--- config.mk ---
export PLATFORM = sky130hd
export DESIGN_NAME = uart_tx_pacer
export DESIGN_NICKNAME = d
export VERILOG_FILES = /design/src/rtl/uart_pkg.sv /design/src/rtl/sync_fifo.sv /design/src/rtl/uart_tx_pacer.sv
export SDC_FILE = /design/constraint.sdc
export NUM_CORES = 1
export LEC_CHECK = 0
export BUFFER_PORTS_ARGS = -buffer_cell sky130_fd_sc_hd__buf_2
export CAP_MARGIN = 10
export CORE_MARGIN = 2
export CORE_UTILIZATION = 45
export CTS_CLUSTER_DIAMETER = 100
export DETAILED_ROUTE_END_ITERATION = 7
export GPL_TIMING_DRIVEN = 0
export SETUP_SLACK_MARGIN = 0.2
export SYNTH_ARGS = -nofsm -noshare
export SYNTH_HDL_FRONTEND = slang
export SYNTH_SLANG_ARGS = --single-unit
--- constraint.sdc ---
create_clock -name clk -period 3 [get_ports clk]
set_input_delay 0 -clock clk [delete_from_list [all_inputs] [get_ports clk]]
set_output_delay 0 -clock clk [all_outputs]
set_load 0.05 [all_outputs]
--- src/rtl/uart_pkg.sv ---
// Shared constants and types for the UART transmit path.
// Timing defaults assume a 100 MHz clock and 9600 baud.
package uart_pkg;

  localparam int BYTE_W          = 8;
  localparam int BIT_CYCLES_DFLT = 10417;
  localparam int FRAME_BITS_DFLT = 10;
  localparam int GAP_CYCLES_DFLT = 2;

  typedef enum logic [0:0] {
    IDLE = 1'b0,
    HOLD = 1'b1
  } pacer_state_e;

  // Number of clocks one frame, plus its trailing gap, keeps the line busy.
  function automatic int frame_cycles(input int bit_cycles,
                                      input int frame_bits,
                                      input int gap_cycles);
    return bit_cycles * frame_bits + gap_cycles;
  endfunction

endpackage

--- src/rtl/sync_fifo.sv ---
// Single-clock circular byte FIFO with an occupancy counter.
// The read head is shown combinationally on dout.
module sync_fifo
  import uart_pkg::*;
#(
  parameter int DEPTH  = 16,
  parameter int ADDR_W = 4
) (
  input  logic              clk,
  input  logic              rst,
  input  logic              push,
  input  logic              pop,
  input  logic [BYTE_W-1:0] din,
  output logic [BYTE_W-1:0] dout,
  output logic              full,
  output logic              empty,
  output logic [ADDR_W:0]   count
);

  localparam logic [ADDR_W:0]   DEPTH_C = (ADDR_W + 1)'(DEPTH);
  localparam logic [ADDR_W:0]   CNT_ONE = (ADDR_W + 1)'(1);
  localparam logic [ADDR_W-1:0] PTR_ONE = ADDR_W'(1);

  logic [BYTE_W-1:0] mem_q [DEPTH];
  logic [ADDR_W-1:0] wptr_q, wptr_d;
  logic [ADDR_W-1:0] rptr_q, rptr_d;
  logic [ADDR_W:0]   count_q, count_d;
  logic              do_push_s;
  logic              do_pop_s;

  // A push into a full buffer is safe only when a pop frees the slot in the same cycle.
  assign do_pop_s  = pop && (count_q != {(ADDR_W + 1){1'b0}});
  assign do_push_s = push && ((count_q != DEPTH_C) || do_pop_s);

  always_comb begin
    wptr_d  = wptr_q;
    rptr_d  = rptr_q;
    count_d = count_q;
    if (do_push_s) begin
      wptr_d = wptr_q + PTR_ONE;
    end else begin
      wptr_d = wptr_q;
    end
    if (do_pop_s) begin
      rptr_d = rptr_q + PTR_ONE;
    end else begin
      rptr_d = rptr_q;
    end
    case ({do_push_s, do_pop_s})
      2'b10:   count_d = count_q + CNT_ONE;
      2'b01:   count_d = count_q - CNT_ONE;
      default: count_d = count_q;
    endcase
  end

  always_ff @(posedge clk) begin
    if (!rst) begin
      wptr_q  <= {ADDR_W{1'b0}};
      rptr_q  <= {ADDR_W{1'b0}};
      count_q <= {(ADDR_W + 1){1'b0}};
    end else begin
      wptr_q  <= wptr_d;
      rptr_q  <= rptr_d;
      count_q <= count_d;
    end
  end

  always_ff @(posedge clk) begin
    if (do_push_s) begin
      mem_q[wptr_q] <= din;
    end
  end

  assign dout  = mem_q[rptr_q];
  assign full  = (count_q == DEPTH_C);
  assign empty = (count_q == {(ADDR_W + 1){1'b0}});
  assign count = count_q;

endmodule

--- src/rtl/uart_tx_pacer.sv ---
// Buffers byte strobes and re-issues them to uart_send no faster than one
// frame apart, because uart_send has no busy indication of its own.
module uart_tx_pacer
  import uart_pkg::*;
#(
  parameter int DEPTH      = 16,
  parameter int ADDR_W     = 4,
  parameter int BIT_CYCLES = BIT_CYCLES_DFLT,
  parameter int FRAME_BITS = FRAME_BITS_DFLT,
  parameter int GAP_CYCLES = GAP_CYCLES_DFLT
) (
  input  logic              clk,
  input  logic              rst,
  input  logic              in_valid,
  input  logic [BYTE_W-1:0] in_data,
  output logic              out_valid,
  output logic [BYTE_W-1:0] out_data,
  output logic              full,
  output logic              empty,
  output logic [ADDR_W:0]   count,
  output logic              overflow
);

  localparam int FRAME_CYCLES = frame_cycles(BIT_CYCLES, FRAME_BITS, GAP_CYCLES);
  localparam int CNT_W        = (FRAME_CYCLES > 1) ? $clog2(FRAME_CYCLES) : 1;
  localparam logic [CNT_W-1:0] FRAME_LOAD = CNT_W'(FRAME_CYCLES - 1);
  localparam logic [CNT_W-1:0] CNT_ONE    = CNT_W'(1);

  pacer_state_e      state_q, state_d;
  logic [CNT_W-1:0]  frame_cnt_q, frame_cnt_d;
  logic              out_valid_q, out_valid_d;
  logic [BYTE_W-1:0] out_data_q, out_data_d;
  logic              overflow_q, overflow_d;

  logic              fifo_push_s;
  logic              fifo_pop_s;
  logic [BYTE_W-1:0] fifo_dout_s;
  logic              fifo_full_s;
  logic              fifo_empty_s;
  logic [ADDR_W:0]   fifo_count_s;

  assign fifo_pop_s  = (state_q == IDLE) && !fifo_empty_s;
  assign fifo_push_s = in_valid && (!fifo_full_s || fifo_pop_s);

  sync_fifo #(
    .DEPTH  (DEPTH),
    .ADDR_W (ADDR_W)
  ) u_fifo (
    .clk   (clk),
    .rst   (rst),
    .push  (fifo_push_s),
    .pop   (fifo_pop_s),
    .din   (in_data),
    .dout  (fifo_dout_s),
    .full  (fifo_full_s),
    .empty (fifo_empty_s),
    .count (fifo_count_s)
  );

  // IDLE launches the head byte; HOLD counts out one frame plus gap before the next launch.
  always_comb begin
    state_d     = state_q;
    frame_cnt_d = frame_cnt_q;
    out_valid_d = 1'b0;
    out_data_d  = out_data_q;
    overflow_d  = in_valid && fifo_full_s && !fifo_pop_s;
    case (state_q)
      IDLE: begin
        if (!fifo_empty_s) begin
          state_d     = HOLD;
          frame_cnt_d = FRAME_LOAD;
          out_valid_d = 1'b1;
          out_data_d  = fifo_dout_s;
        end else begin
          state_d = IDLE;
        end
      end
      HOLD: begin
        if (frame_cnt_q == {CNT_W{1'b0}}) begin
          state_d = IDLE;
        end else begin
          frame_cnt_d = frame_cnt_q - CNT_ONE;
        end
      end
      default: begin
        state_d     = IDLE;
        frame_cnt_d = {CNT_W{1'b0}};
      end
    endcase
  end

  always_ff @(posedge clk) begin
    if (!rst) begin
      state_q     <= IDLE;
      frame_cnt_q <= {CNT_W{1'b0}};
      out_valid_q <= 1'b0;
      out_data_q  <= {BYTE_W{1'b0}};
      overflow_q  <= 1'b0;
    end else begin
      state_q     <= state_d;
      frame_cnt_q <= frame_cnt_d;
      out_valid_q <= out_valid_d;
      out_data_q  <= out_data_d;
      overflow_q  <= overflow_d;
    end
  end

  assign out_valid = out_valid_q;
  assign out_data  = out_data_q;
  assign overflow  = overflow_q;
  assign full      = fifo_full_s;
  assign empty     = fifo_empty_s;
  assign count     = fifo_count_s;

endmodule
==> Word level (Yosys, flattened, before mapping) <==
Memory sizes are Yosys's and may differ from the RTL's. A register that Yosys moved wholly into a read port is not among the register bits.
Cells that the tools add are included.
Widths: inputs -> output; s select.
{ "word_totals": {"reg_bits": 33, "latchBits": 0, "ramBits": 128, "romBits": 0, "input_bits": 11, "out_inout_bits": 17, "elab_cells": 50, "memories": 1} }
{ "op_classes": {"n_addsub": 5, "multipliers": 0, "div_mod_pow": 0, "order_cmp": 0, "n_eq_ne": 6, "shift": 0, "n_mux": 9, "n_bitwise": 3, "reduce_logical": 19} }
{ "mem_list": {"columns": ["name", "depth", "width", "read_ports", "rd_ports_with_merged_regs", "wr", "line_no", "rtl"], "rows": [
  ["u_fifo.mem_q", 16, 8, 1, 1, 1, "sync_fifo.sv:24", "logic [BYTE_W-1:0] mem_q [DEPTH];"]
]} }
{ "ops": {"columns": ["operator", "n"], "rows": [
  ["$mux 17", 2],
  ["$pmux 17 s2", 1],
  ["$logic_not 17->1", 1],
  ["$sub 17x1->17 const B", 1],
  ["$pmux 5 s2", 1],
  ["$add 4x1->4 const B", 2],
  ["$logic_and 1x1->1", 6],
  ["$add 5x1->5 const B", 1],
  ["$eq 5x5->1 const B", 1],
  ["$logic_not 5->1", 1],
  ["$ne 5x5->1 const B", 1],
  ["$reduce_bool 5->1", 1],
  ["$sub 5x1->5 const B", 1],
  ["$logic_not 1->1", 4],
  ["$mux 1", 4],
  ["$ne 2x2->1 const B", 2],
  ["$reduce_and 2->1", 2],
  ["$not 1->1", 3],
  ["$eq 2x1->1 const B", 1],
  ["$eq 2x2->1 const B", 1],
  ["$logic_or 1x1->1", 2],
  ["$pmux 1 s2", 1],
  ["$reduce_bool 2->1", 1],
  ["$reduce_or 2->1", 1]
]} }

==> Logic depth before layout (Yosys ltp) <==
{ "depth": {"word_depth": 8, "depth_mapped": 14, "mapped_depth_nobuf": 11} }

==> Cells and area by module <==
Synthesis repeated with hierarchy kept, for this count alone.
{ "hier_totals": {"hier_cells": 467, "hier_area_um2": 7240.7} }
{ "by_module_without_submodules": {"columns": ["mod", "n_inst", "cells_each", "area_each_um2", "seq_area_each_um2"], "rows": [
  ["sync_fifo", 1, 321, 5906.9, 4184.0],
  ["uart_tx_pacer", 1, 146, 1333.8, 560.5]
]} }

==> Worst setup path before layout <==
No wires, ideal clock.
{ "synth_path": {"path_kind": "register to register", "from": "register u_fifo.count_q[1] (netlist: u_fifo.count[1])", "to": "register u_fifo.count_q[4] (netlist: u_fifo.count[4])", "setup_ns": 0.072, "arrival_ns": 2.926, "t_required_ns": 2.928, "path_slack_ns": 0.003, "path_stages_with_launch": 14, "cell_sequence": "dfxtp_1 > buf_2 > nor4_4 > a31oi_2 > inv_1 > ha_1 > clkbuf_1 > xor2_1 > ha_1 > a211o_1 > nand2_1 > nand3b_1 > a31oi_1 > mux2i_1"} }
{ "synth_between": {"elab_chain_len": 8, "elab_cells_between_ends": 18} }
{ "synth_rtl": {"columns": ["item", "line_no", "rtl"], "rows": [
  ["start: declaration", "sync_fifo.sv:27", "logic [ADDR_W:0] count_q, count_d;"],
  ["start signal: assignment", "sync_fifo.sv:60", "count_q <= {(ADDR_W + 1){1'b0}};"],
  ["start signal: assignment", "sync_fifo.sv:64", "count_q <= count_d;"],
  ["$logic_not 5->1", "sync_fifo.sv:76", "assign empty = (count_q == {(ADDR_W + 1){1'b0}});"],
  ["$logic_not 1->1", null, null],
  ["$logic_and 1x1->1", "uart_tx_pacer.sv:42", "assign fifo_pop_s = (state_q == IDLE) && !fifo_empty_s;"],
  ["$logic_or 1x1->1 or $logic_and 1x1->1 (tied branches)", "uart_tx_pacer.sv:43, sync_fifo.sv:32", null],
  ["$logic_and 1x1->1 or $logic_or 1x1->1 (tied branches)", "uart_tx_pacer.sv:43, sync_fifo.sv:33", null],
  ["$logic_and 1x1->1", "sync_fifo.sv:33", "assign do_push_s = push && ((count_q != DEPTH_C) || do_pop_s);"],
  ["$eq 2x1->1 or $eq 2x2->1 (tied branches)", "sync_fifo.sv:49", "case ({do_push_s, do_pop_s})"],
  ["$pmux 5 s2 or $reduce_bool 2->1 (tied branches)", null, null]
]} }
Parallel ways exist; a longest one is shown, timed or not.
A chain may end at the register's enable or synchronous reset.

==> Worst setup path in the final report <==
{ "layout_path": {"from": "register u_fifo.count_q[1] (netlist: u_fifo.count[1])", "to": "register u_fifo.count_q[4] (netlist: u_fifo.count[4])"} }
{ "layout_between": {"elab_chain_len": 8, "elab_cells_between_ends": 18} }
{ "layout_rtl": {"columns": ["item", "line_no", "rtl"], "rows": [
  ["$logic_not 5->1", "sync_fifo.sv:76", null],
  ["$logic_not 1->1", null, null],
  ["$logic_and 1x1->1", "uart_tx_pacer.sv:42", null],
  ["$logic_and 1x1->1 *", "sync_fifo.sv:32", "assign do_pop_s = pop && (count_q != {(ADDR_W + 1){1'b0}});"],
  ["via u_fifo.do_pop_s", "sync_fifo.sv:29", "logic do_pop_s;"],
  ["$logic_or 1x1->1", "sync_fifo.sv:33", null],
  ["$logic_and 1x1->1", "sync_fifo.sv:33", null],
  ["$eq 2x1->1 or $eq 2x2->1 (tied branches)", "sync_fifo.sv:49", null],
  ["$pmux 5 s2 or $reduce_bool 2->1 (tied branches)", null, null]
]} }
Mark *: on every way through the listed nets, which the timed path passes. The rest lies on a longest branch.

==> results.py <==
metrics = {
    "clocking": {
        "h-tree-depth": 4,
        "clk_pin_slew_worst_paths_ns": 0.06,
        "clkSinkCount": 169,
        "worstSkewPairLatency_ns": 0.43,
        "cts_made_buffers": 17,
        "ctsRootBufferMaster": "clkbuf_16",
        "cts_tree": "yes",
        "cts.path.max_buffers": 2,
    },
    "worst_setup_path": {
        "crit_path_start": "u_fifo.count[1]",
        "worst-r2r-cell-count": 14,
        "cp_max_fo": 10,
        "r2r_slack_ns": 0.38,
        "rr_startpoint": "u_fifo.count[1]",
        "endpoint_kind": "flop",
        "endpoint": "u_fifo.count[4]",
        "cp.required_ns": 3.35,
        "crit_path_start_kind": "flop",
        "crit_arrival_ns": 2.97,
        "path_class": "reg2reg",
        "r2r_end": "u_fifo.count[4]",
    },
    "synthesis": {
        "synth_cell_types": 56,
        "avgSynthCellArea_sq_um": 15.6,
        "ys_ff_latch": 169,
        "post-synth-top-area-cell": "edfxtp_1",
        "synth_most_common_cell": "edfxtp_1",
        "async_flop_share_pct": 0,
        "netlist_top_cells_area": "edfxtp_1 (55%), dfxtp_1 (12%), mux4_2 (10%)",
        "synth.net_count": 465,
        "ys_seq_area_share_pct": 67.3,
        "synth_edf_count": 128,
        "synth_flop_cell": "edfxtp_1",
        "synth.cell_area_sq_um": 6930,
        "yosys_warnings": 0,
        "yosys-top-cells-count": "edfxtp_1 (128), dfxtp_1 (41), mux4_2 (32), nor2_1 (32), a21oi_1 (27)",
        "synth_cells": 444,
        "yosys.area.top_type_share_pct": 55.4,
    },
    "placed_design": {
        "dpl.hpwl_microns": 9390,
        "place_inst": 660,
        "dp_slack_ns": 0.0721,
        "gp_congestion": 0.794,
        "io_buffers": 27,
    },
    "grt": {
        "grt_pass1_wl_microns": 21800,
        "grt_remaining_overflow": 0,
        "grt_max_degree": 17,
        "antenna_found_initial": 0,
        "grt_usage_pct": 18.0,
        "grt_pass1_vias": 3998,
    },
    "pwr": {
        "intPower_mw": 5.19,
        "cellLeakagePower_nw": 2.77,
        "p_clk_share_pct": 29.0,
        "irDropWorstVdd_v": 0.000554,
        "switching_share_pct": 33.6,
        "powerDensity_nw_per_um2": 962,
        "p_seq_share_pct": 37.9,
        "p_sw_mw": 2.63,
        "combPwrFrac_pct": 33.1,
    },
    "final_layout": {
        "multi_input_area_sq_um": 2120,
        "syn2layout_area_growth_pct": 17.2,
        "final_cells": 710,
        "fin_nets": 530,
        "num_antenna_cells": 0,
        "regArea_sq_um": 4670,
        "final_layout_size_suffix_gt1_share_pct": 26.4,
        "fillers": 1229,
    },
    "sta": {
        "finalHoldViolCount": 0,
        "relSlewSlack_pct": 38.2,
        "fin_crit_ns": 2.62,
        "tns_ns": 0,
        "rsz0062_at_grt": "false",
        "tightest_slew_ns": 0.923,
        "finalSetupViolCount": 0,
        "worst_slack_ns": 0.380,
        "skew_ns": 0.00870,
        "max_freq_mhz": 382,
        "drv_slew": 0,
        "fin_crit_sh_pct": 87.3,
    },
    "routing": {
        "viasPerCell": 5.57,
        "drtIter0Drc": 240,
        "dr.max_layer_used": "met4",
        "vias": 3956,
        "drtAntennaViolNets": 0,
        "routed_wl_microns": 13900,
        "wl_met3_microns": 497,
        "m1WireLength_microns": 6120,
        "wl_per_cell_microns": 19.5,
        "dr.pass1.iters": 5,
        "drc": 0,
        "wl_met2_microns": 7200,
    },
    "die": {
        "die_h_microns": 128,
        "die_w_microns": 128,
        "coreArea_sq_um": 15100,
        "dieArea_sq_um": 16400,
        "rows": 45,
        "ios": 28,
        "start_util_pct": 45.8,
    },
    "worst_hold_path": {
        "holdCritPathClass": "in2reg",
    },
    "flow_run": {
        "timing.max_cap.violations": 0,
    },
    "status": {
        "status": "complete, no violations",
    },
}
flip-flops by register name, indices dropped and copies added (netlist names):
signal / cells
u_fifo.mem_q: 128
frame_cnt_q: 17
out_data: 8
u_fifo.count: 5
u_fifo.rptr_q: 4
u_fifo.wptr_q: 4
out_valid: 1
overflow: 1
state_q: 1
power groups by stage:
stage	Clock [mW]	Sequential [mW]	Combinational (mW)
after floorplan	0	3.25	1.65
after global placement	0	3.00	2.42
after detailed placement	0	3.01	2.48
after CTS	2.30	2.96	2.54
after global routing	2.39	3.00	2.82
final	2.27	2.96	2.59
logic make-up (layout without fill, tap and decap cells):
family	Yosys count	in the layout	share of synthesized area (%)
compound gates	73	73	7.07
xor+xnor	18	18	2.27
fa+ha+maj	10	10	1.80
buf+inv	37	115	2.42
flops	169	169	67.3
mux	35	35	10.8
simple gates	102	102	8.32
cell type report:
cell class | count | area share (%)
buffer | 26 | 1.69
tap | 188 | 2.89
sequential | 169 | 57.5
clock buffer | 21 | 5.42
inverter | 11 | 0.539
timing repair buffer | 46 | 3.73
clock inverter | 11 | 2.14
multi-input combinational | 238 | 26.1
how the worst min path moves through the flow:
stage | depth (start not counted) | startpoint | end | slack, ns
4_1_cts | 3 | rst | out_data[7] | 0.44
2_1_floorplan | 0 | in_data[0] | u_fifo.mem_q[0][0] | 0.1
3_5_place_dp | 2 | in_valid | overflow | 0.29
5_1_grt | 3 | rst | out_data[7] | 0.49
6_report | 3 | rst | out_data[7] | 0.46
3_3_place_gp | 2 | in_valid | overflow | 0.28
per-stage QoR:
step | hold slack (ns) | utilization, % | instance area [sq um] | power (mW)
final | 0.464 | 53.6 | 8130 | 7.82
after global routing | 0.495 | 53.6 | 8130 | 8.21
after CTS | 0.435 | 53.3 | 8070 | 7.81
after detailed placement | 0.290 | 48.4 | 7330 | 5.49
after global placement | 0.284 | 48.3 | 7320 | 5.42
after floorplan | 0.0989 | - | 6950 | 4.91
per-layer routing:
| metal | track usage (%) | up-vias |
|---|---|---|
| li1 | - | 1867 |
| met1 | 22.9 | 2021 |
| met2 | 30.9 | 64 |
| met3 | 3.71 | 4 |
| met4 | 6.40 | 0 |
| met5 | 0 | - |
worst max-delay path, stage by stage, from the launching register on:
cell and delay [ns]:
dfxtp_2 0.32, buf_4 0.16, nor4_4 0.24, a21o_1 0.17
buf_6 0.12, inv_4 0.06, ha_2 0.19, buf_4 0.16
xor2_1 0.15, ha_2 0.19, a211o_1 0.26, nand2_1 0.06
nand3b_1 0.08, a31oi_1 0.20, mux2i_1 0.19
cells in the final DEF, fill, tap and decap left out, drive strengths merged, types with 16 or more instances in the layout:
cell,Yosys,routed
edfxtp,128,128
clkbuf,16,37
buf,10,45
nand2,16,16
nor2,32,32
mux4,32,32
dfxtp,41,41
a21oi,27,27
a22oi,17,17
what timing repair did:
item                       in CTS  in global routing
pin swaps                       1                  4
hold buffers                   11                  0
gates resized for setup         4                  8
setup endpoints to repair       2                  2
hold endpoints to repair      137                  0
setup buffers                   1                  3
No activity file was read; power rests on OpenSTA's default activity.
